### src/rtl/common.sv
// common: types and constants shared by the fetch stage and its neighbours.
// ifetch optionally checks redirect alignment when IFETCH_MISALIGN_CHECK_EN is defined.
package common;

    localparam logic [63:0] PC_RESET_DEFAULT = 64'h8000_0000;

    typedef struct packed {
        logic        valid;
        logic [63:0] addr;
    } ibus_req_t;

    typedef struct packed {
        logic        addr_ok;
        logic        data_ok;
        logic [31:0] data;
    } ibus_resp_t;

    typedef struct packed {
        logic [63:0] pc;
        logic [31:0] instr;
        logic        misalign;
    } fetch_entry_t;

    typedef enum logic [1:0] {
        IDLE = 2'd0,
        REQ  = 2'd1,
        DROP = 2'd2
    } ifetch_state_t;

    // Sequential fetch address; wraps modulo 2^64.
    function automatic logic [63:0] next_pc(input logic [63:0] cur);
        return cur + 64'd4;
    endfunction

endpackage

### src/rtl/fetch_buf.sv
// fetch_buf: 2-entry FIFO of fetch entries between the bus and decode.
// Slot 0 is always the head, so the head output comes straight from a register.
module fetch_buf
    import common::*;
(
    input  logic         clk,
    input  logic         reset,
    input  logic         flush,
    input  logic         enq,
    input  fetch_entry_t enq_entry,
    input  logic         deq,
    output fetch_entry_t head,
    output logic [1:0]   count
);

    fetch_entry_t ent0;
    fetch_entry_t ent1;

    assign head = ent0;

    // Storage and occupancy; flush beats any same-cycle push or pop.
    always_ff @(posedge clk) begin
        if (reset || flush) begin
            ent0  <= '0;
            ent1  <= '0;
            count <= '0;
        end else begin
            case ({enq, deq})
                2'b10: begin
                    if (count == 2'd0) begin
                        ent0 <= enq_entry;
                    end else begin
                        ent1 <= enq_entry;
                    end
                    count <= count + 2'd1;
                end
                2'b01: begin
                    ent0  <= ent1;
                    ent1  <= '0;
                    count <= count - 2'd1;
                end
                2'b11: begin
                    if (count == 2'd1) begin
                        ent0 <= enq_entry;
                    end else begin
                        ent0 <= ent1;
                        ent1 <= enq_entry;
                    end
                end
                default: ;
            endcase
        end
    end

endmodule

### src/rtl/ifetch.sv
// ifetch: instruction-fetch stage. Owns the fetch PC, masters the instruction
// bus with at most one transaction outstanding, and feeds decode through a
// 2-entry buffer. Redirects flush the buffer and abandon wrong-path fetches.
// Optional: IFETCH_MISALIGN_CHECK_EN turns misaligned redirect targets into a
// single misalign-flagged entry instead of a bus fetch.
module ifetch
    import common::*;
#(
    parameter logic [63:0] PC_RESET = PC_RESET_DEFAULT
) (
    input  logic         clk,
    input  logic         reset,
    output ibus_req_t    ireq,
    input  ibus_resp_t   iresp,
    input  logic         redirect_valid,
    input  logic [63:0]  redirect_pc,
    output logic         out_valid,
    input  logic         out_ready,
    output fetch_entry_t out_entry
);

    ifetch_state_t state;
    logic [63:0]   pc;
    logic [63:0]   drop_addr;
    logic [63:0]   target;
    logic [1:0]    count;
    logic [1:0]    occ;
    logic          deq;
    logic          space;
    logic          room_after;
    logic          bus_done;
    logic          redir_mis;
    logic          mis_hold;
    logic          enq;
    fetch_entry_t  enq_entry;
    logic          unused_bits;

`ifdef IFETCH_MISALIGN_CHECK_EN
    logic mis_pend;
    logic parked;

    assign target      = redirect_pc;
    assign redir_mis   = (redirect_pc[1:0] != 2'b00);
    assign mis_hold    = mis_pend | parked;
    assign unused_bits = iresp.addr_ok;
`else
    assign target      = {redirect_pc[63:2], 2'b00};
    assign redir_mis   = 1'b0;
    assign mis_hold    = 1'b0;
    assign unused_bits = iresp.addr_ok ^ (^redirect_pc[1:0]);
`endif

    assign out_valid  = (count != 2'd0);
    assign deq        = out_valid & out_ready;
    assign occ        = count - {1'b0, deq};
    assign space      = (occ != 2'd2);
    assign room_after = (occ == 2'd0);
    assign bus_done   = (state == REQ) && iresp.data_ok;

    // The address is held on the abandoned target while a wrong-path fetch drains.
    assign ireq = '{valid: (state != IDLE), addr: ((state == DROP) ? drop_addr : pc)};

    // Select what, if anything, enters the buffer this cycle.
    always_comb begin
        enq       = 1'b0;
        enq_entry = '0;
        if (!redirect_valid && bus_done) begin
            enq       = 1'b1;
            enq_entry = '{pc: pc, instr: iresp.data, misalign: 1'b0};
        end
`ifdef IFETCH_MISALIGN_CHECK_EN
        else if (!redirect_valid && (state == IDLE) && mis_pend && space) begin
            enq       = 1'b1;
            enq_entry = '{pc: pc, instr: 32'h0, misalign: 1'b1};
        end
`endif
    end

    // Fetch FSM and PC; a redirect takes priority over all normal progress.
    always_ff @(posedge clk) begin
        if (reset) begin
            state     <= IDLE;
            pc        <= PC_RESET;
            drop_addr <= '0;
        end else if (redirect_valid) begin
            pc <= target;
            case (state)
                REQ: begin
                    if (iresp.data_ok) begin
                        state <= redir_mis ? IDLE : REQ;
                    end else begin
                        state     <= DROP;
                        drop_addr <= pc;
                    end
                end
                DROP: begin
                    if (iresp.data_ok) begin
                        state <= redir_mis ? IDLE : REQ;
                    end
                end
                default: state <= redir_mis ? IDLE : REQ;
            endcase
        end else begin
            case (state)
                IDLE: begin
                    if (space && !mis_hold) begin
                        state <= REQ;
                    end
                end
                REQ: begin
                    if (iresp.data_ok) begin
                        pc    <= next_pc(pc);
                        state <= room_after ? REQ : IDLE;
                    end
                end
                DROP: begin
                    if (iresp.data_ok) begin
                        state <= mis_hold ? IDLE : REQ;
                    end
                end
                default: state <= IDLE;
            endcase
        end
    end

`ifdef IFETCH_MISALIGN_CHECK_EN
    // Misaligned target: wait for buffer space, emit one flagged entry, then park.
    always_ff @(posedge clk) begin
        if (reset) begin
            mis_pend <= 1'b0;
            parked   <= 1'b0;
        end else if (redirect_valid) begin
            mis_pend <= redir_mis;
            parked   <= 1'b0;
        end else if ((state == IDLE) && mis_pend && space) begin
            mis_pend <= 1'b0;
            parked   <= 1'b1;
        end
    end
`endif

    fetch_buf u_buf (
        .clk       (clk),
        .reset     (reset),
        .flush     (redirect_valid),
        .enq       (enq),
        .enq_entry (enq_entry),
        .deq       (deq),
        .head      (out_entry),
        .count     (count)
    );

endmodule

### config.mk
export PLATFORM = sky130hd
export DESIGN_NAME = ifetch
export DESIGN_NICKNAME = d
export VERILOG_FILES = /design/src/rtl/common.sv /design/src/rtl/fetch_buf.sv /design/src/rtl/ifetch.sv
export SDC_FILE = /design/constraint.sdc
export NUM_CORES = 1
export LEC_CHECK = 0
export ABC_AREA = 1
export ABC_CLOCK_PERIOD_IN_PS = 3200
export CAP_MARGIN = 20
export CORE_AREA = 4 4 200 202
export CTS_CLUSTER_SIZE = 8
export DETAILED_ROUTE_END_ITERATION = 8
export DIE_AREA = 0 0 204 206
export HOLD_SLACK_MARGIN = 0.02
export PLACE_DENSITY = 0.68
export SETUP_SLACK_MARGIN = 0.02
export SLEW_MARGIN = 20
export SYNTH_ARGS = -nofsm -noshare
export SYNTH_HDL_FRONTEND = slang
export SYNTH_SLANG_ARGS = --single-unit
### constraint.sdc
create_clock -name clk -period 3.2 [get_ports clk]
set_clock_uncertainty 0.15 [all_clocks]
set_input_delay 0.8 -clock clk [delete_from_list [all_inputs] [get_ports clk]]
set_output_delay 0.8 -clock clk [all_outputs]
set_load 0.005 [all_outputs]
After elaboration in Yosys (flattened, before gate mapping):

Index checks and enable logic that the tools add are counted.

* $add $sub $neg: 4
* reduce and logical (&&, ||, !) cells: 20
* equality and inequality tests: 12
* muxes and demuxes: 21
* bitwise gates (word level): 2

Operators by type and width (count)
* $pmux W97 S3: 2
* $mux W97: 5
* $mux W64: 4
* $add A64 B3 Y64 const B: 1
* $mux W2: 5
* $reduce_bool A2 Y1: 5
* $pmux W2 S2: 2
* $reduce_and A2 Y1: 4
* $eq A2 B1 Y1 const B: 3
* $eq A2 B2 Y1 const B: 3
* $logic_not A2 Y1: 3
* $ne A2 B2 Y1 const B: 3
* $ne A3 B3 Y1 const B: 2
* $pmux W2 S3: 1
* $reduce_and A3 Y1: 2
* $reduce_bool A3 Y1: 1
* $add A2 B1 Y2 const B: 1
* $logic_and A1 B1 Y1: 2
* $mux W1: 2
* $ne A2 B1 Y1 const B: 1
* $reduce_or A2 Y1: 1
* $sub A2 B1 Y2: 1
* $sub A2 B1 Y2 const B: 1
* $and A1 B1 Y1: 1
* other kinds (3): 3

* output and inout port bits: 163
* input port bits: 102
* logic and storage cells: 70
* register bits: 326

Depth between registers and ports, before layout:

* word-level depth: 8
* gate-level depth with buffers: 15
* mapped depth without buffers: 12

By module:

From an unflattened synthesis, not the netlist that was laid out.

* cells, all modules: 2898
* area total of the unflattened synthesis: 17883.4 µm²

Modules (own cells, without submodules)
* fetch_buf: seq. area each 3923.8 µm², instances 1, cells each 1514, area each 9731.8 µm²
* ifetch: seq. area each 2522.4 µm², instances 1, cells each 1384, area each 8151.6 µm²

Least setup slack after synthesis:

Ideal clock, no wire load.

* path type: input to register
* start: input iresp[32] (netlist bit)
* end: register u_buf.ent0 (netlist bit u_buf.head[10])
* data required time: 2.922 ns
* cell stages on the path: 13
* slack: 0.321 ns
* arrival: 2.600 ns
* path buffers: 4
* library setup time: 0.128 ns
* path through: nand2_2 nor2_2 inv_2 buf_2 buf_2 ha_1 nor2_1 a21oi_1 buf_2 buf_1 nor2_1 a21oi_1 a21oi_1

* longest elaborated chain between the ends: 6
* elaborated cells between the ends (all ways): 13
* classes of those cells: eq/ne: 4; mux: 5; reduce/logical: 4

RTL lines
* start, declared: line ifetch.sv:14 `input ibus_resp_t iresp,`
* $logic_and A1 B1 Y1 *: line ifetch.sv:58 `assign bus_done = (state == REQ) && iresp.data_ok;`
* $logic_and A1 B1 Y1 *: line ifetch.sv:67 `if (!redirect_valid && bus_done) begin`
* $mux W1: line ifetch.sv:67
* $eq A2 B2 Y1 or $eq A2 B1 Y1 (tied branches): line fetch_buf.sv:28 `case ({enq, deq})`
* $ne A2 B1 Y1 (no line) or $reduce_bool A3 Y1 (tied branches)
* $reduce_and A2 Y1 (no line)
* end signal, assigned: line fetch_buf.sv:31 `ent0 <= enq_entry;`
* end signal, assigned: line fetch_buf.sv:38 `ent0 <= ent1;`
* end signal, assigned: line fetch_buf.sv:44 `ent0 <= enq_entry;`
* end, declared: line fetch_buf.sv:16 `fetch_entry_t ent0;`

Mark *: on every way between the ends. The rest lies on a longest branch, timed or not. The select of a mux whose other input is x is not followed.
A chain may end at the register's enable or synchronous reset.

==> results.toml <==
[run_status]
status = "complete, no violations"

[logic_synthesis]
synth_edf_count = 0
synthSimpleGateAreaFrac = 0.238
synth-compound-area-share = 0.250
synthXorXnorAreaFrac = 0.00289
synth_warnings = 0
netlist_instances = 2232
synth.distinct_cells = 44
synth_area_mm2 = 0.0152
yosysSeqAreaShare = 0.417
syn_area_per_cell_um2 = 6.79
synth_top_family_by_area = "compound AO/OA/AOI/OAI gates"
async_reset_ff_frac = 0
ys_seq_elements = 316
synthMuxAreaShare = 0
synthAdderAreaFrac = 0.00908
synth-main-ff-cell = "dfxtp_1"

[setup_path]
path_class = "flop to primary output"
cp-startpoint = "state[0]$_SDFFE_PP0P_"
path_max_fanout = 15
r2r_slack_ns = 0.71
path_buf_inv = 4
arrival_ns = 2.18
reg2reg_depth = 11
crit_path_end_kind = "primary output"
max_stage_delay_ns = 0.50
cpMaxStageDelayCell = "clkdlybuf4s50_1"
cpLargestDelayFamily = "buffers and inverters"
cp-start-kind = "flop"
worstPathCellList = "inv_2 > ha_4 > buf_12 > o21ai_2 > buf_4 > clkdlybuf4s50_1"
crit_required_ns = 2.25
regToRegEndpoint = "u_buf.ent1[30]$_SDFFE_PP0P_"
reg2reg_from = "state[1]$_SDFFE_PP0P_"

[flow_run]
max-cap-violations = 0

[sta]
finalCritPeriodShare = 0.977
hold_violations = 0
slew_viol_final = 0
timing.fmax_mhz = 320
slew_headroom = 0.649
fin_setup_tns_ns = 0
finalCriticalPeriod_ns = 3.13
setup_viol_count_final = 0
rsz0062_at_grt = "false"
holdWs_ns = 0.309
tightest_slew_ns = 0.526

[floorplanning]
dieArea_mm2 = 0.0420
die_h_um = 206
design.core.area_mm2 = 0.0383
rows = 72
ioPinCount = 265
start_util = 0.396
die_w_um = 204

[route]
m1WireLength_um = 24400
drcViolationCount = 0
highest_layer = "met4"
drtIter0Drc = 1295
met3_wirelength_um = 3960
vias = 16300
vias_per_cell = 5.45
wl_met2_um = 28200
totalWireLength_um = 59300
avgRoutedWirePerCell_um = 19.9
drt-pass1-iter-count = 5
drtAntennaViolNets = 0

[power_and_ir_drop]
switchingPower_mw = 2.57
p_comb_frac = 0.122
p_int_mw = 7.09
swShare = 0.266
power_density_mw_per_mm2 = 485
peakVddDrop_uv = 422
power.total_mw = 9.66
power.leakage_nw = 7.46
seq_power_share = 0.436
p_clk_frac = 0.442

[place]
place_congestion = 0.977
place_area_mm2 = 0.0185
place_hpwl_um = 42300
io_buffer_count = 256

[clock_network]
clkSinkCount = 316
clkTransAtPathRegs_ns = 0.05
cts_buffers = 45
hold_buffers = 0
clockBufferDepth = 3
cts_root_buffer = "clkbuf_16"
htreeDepth = 2
insertion_delay_ns = 0.59
cts_tree = "yes"

[grt]
grt_pass1_wl_um = 88900
grt_max_degree = 125
grt_usage = 0.271
grt_pass1_vias = 15100
grt_overflow = 0
antenna_found_initial = 0

[layout]
stdcell_area_mm2 = 0.0199
nets = 2572
diodes = 0
drive_above_1_share = 0.0828
syn_to_final_growth_pct = 31.2
layout_common_cells = "412 x nand2_1, 359 x a21oi_1, 314 x dfxtp_1, 287 x o21ai_0, 247 x nor2_1"
final_common_cell = "nand2_1"

[min_path]
hp-class = "flop to flop"
worstHoldStart = "u_buf.ent1[48]$_SDFFE_PP0P_"
min_path_cells = 2
hold_path_end = "u_buf.ent1[48]$_SDFFE_PP0P_"
worst max path at each step:
stage,end,slack (ns),cells after the start
6_report,ireq[24],0.07,6
3_5_place_dp,u_buf.head[3]$_SDFFE_PP0P_,0.06,12
2_1_floorplan,u_buf.head[10]$_SDFFE_PP0P_,0.32,13
4_1_cts,ireq[20],0.01,6
5_1_grt,ireq[27],0.02,7
3_3_place_gp,u_buf.head[96]$_SDFFE_PP0P_,0.08,10
per-layer routing:
| metal | global-route usage | vias up |
|---|---|---|
| met5 | 0 | - |
| met4 | 0.128 | 0 |
| met3 | 0.0394 | 102 |
| met2 | 0.448 | 606 |
| met1 | 0.349 | 7638 |
| li1 | - | 7912 |
power by group through the flow:
stage	registers (mW)	clock network, mW	logic (mW)
final	4.21	4.27	1.18
after global routing	4.22	4.50	1.28
after CTS	4.21	4.35	1.18
after detailed placement	4.28	0	1.18
after global placement	4.28	0	1.17
after floorplan	4.25	0	0.568
sequential cells by signal, indices dropped and copies added, names as in the netlist:
| name | cells |
|---|---|
| drop_addr | 62 |
| pc | 62 |
| state | 2 |
| u_buf.count | 2 |
| u_buf.ent1 | 94 |
| u_buf.head | 94 |
stage by stage:
stage,utilization,worst slack (ns),instances
after floorplan,-,0.321,2236
after global placement,0.482,0.0835,2920
after detailed placement,0.482,0.0559,2920
after CTS,0.518,0.0138,2978
after global routing,0.520,0.0204,2981
final,0.520,0.0748,2981
area by class of cell:
type | count | area [µm²]
clock buffer | 48 | 1150
clock inverter | 3 | 58.8
fill | 3835 | 18400
inverter | 146 | 552
multi-input combinational | 1614 | 7730
sequential | 316 | 6330
tap | 518 | 648
timing repair buffer | 336 | 3440
tightest hold or removal path, cell delays in order (launching register included):
cell and delay (ns):
dfxtp_1 0.30, nand2_1 0.06, a21oi_1 0.05
logic make-up after synthesis:
logic type	count (synthesis)
xor gates and xnor gates	5
adders and majority gates	11
AOI/OAI and AO/OA	737
DFF	316
and+or+nand+nor	856
other	1
buffers and inverters	306
cells in the mapped netlist, drive strengths merged (10+ instances only):
cell type / count / area (µm²)
nand4: 26 / 163
o211ai: 10 / 75.1
nand2: 421 / 1610
nand3: 69 / 350
o21ai: 335 / 1680
dfxtp: 316 / 6330
buf: 69 / 353
nor2: 270 / 1100
a21oi: 361 / 1810
inv: 144 / 541
clkbuf: 91 / 342
ha: 11 / 138
nor3: 57 / 297
repair_timing:
item	in CTS	in global routing
setup endpoints to repair	62	13
gates resized for setup	92	10
gates cloned	2	0
pin swaps	0	1
buffers inserted	6	3
(Power assumes the default switching activity.)
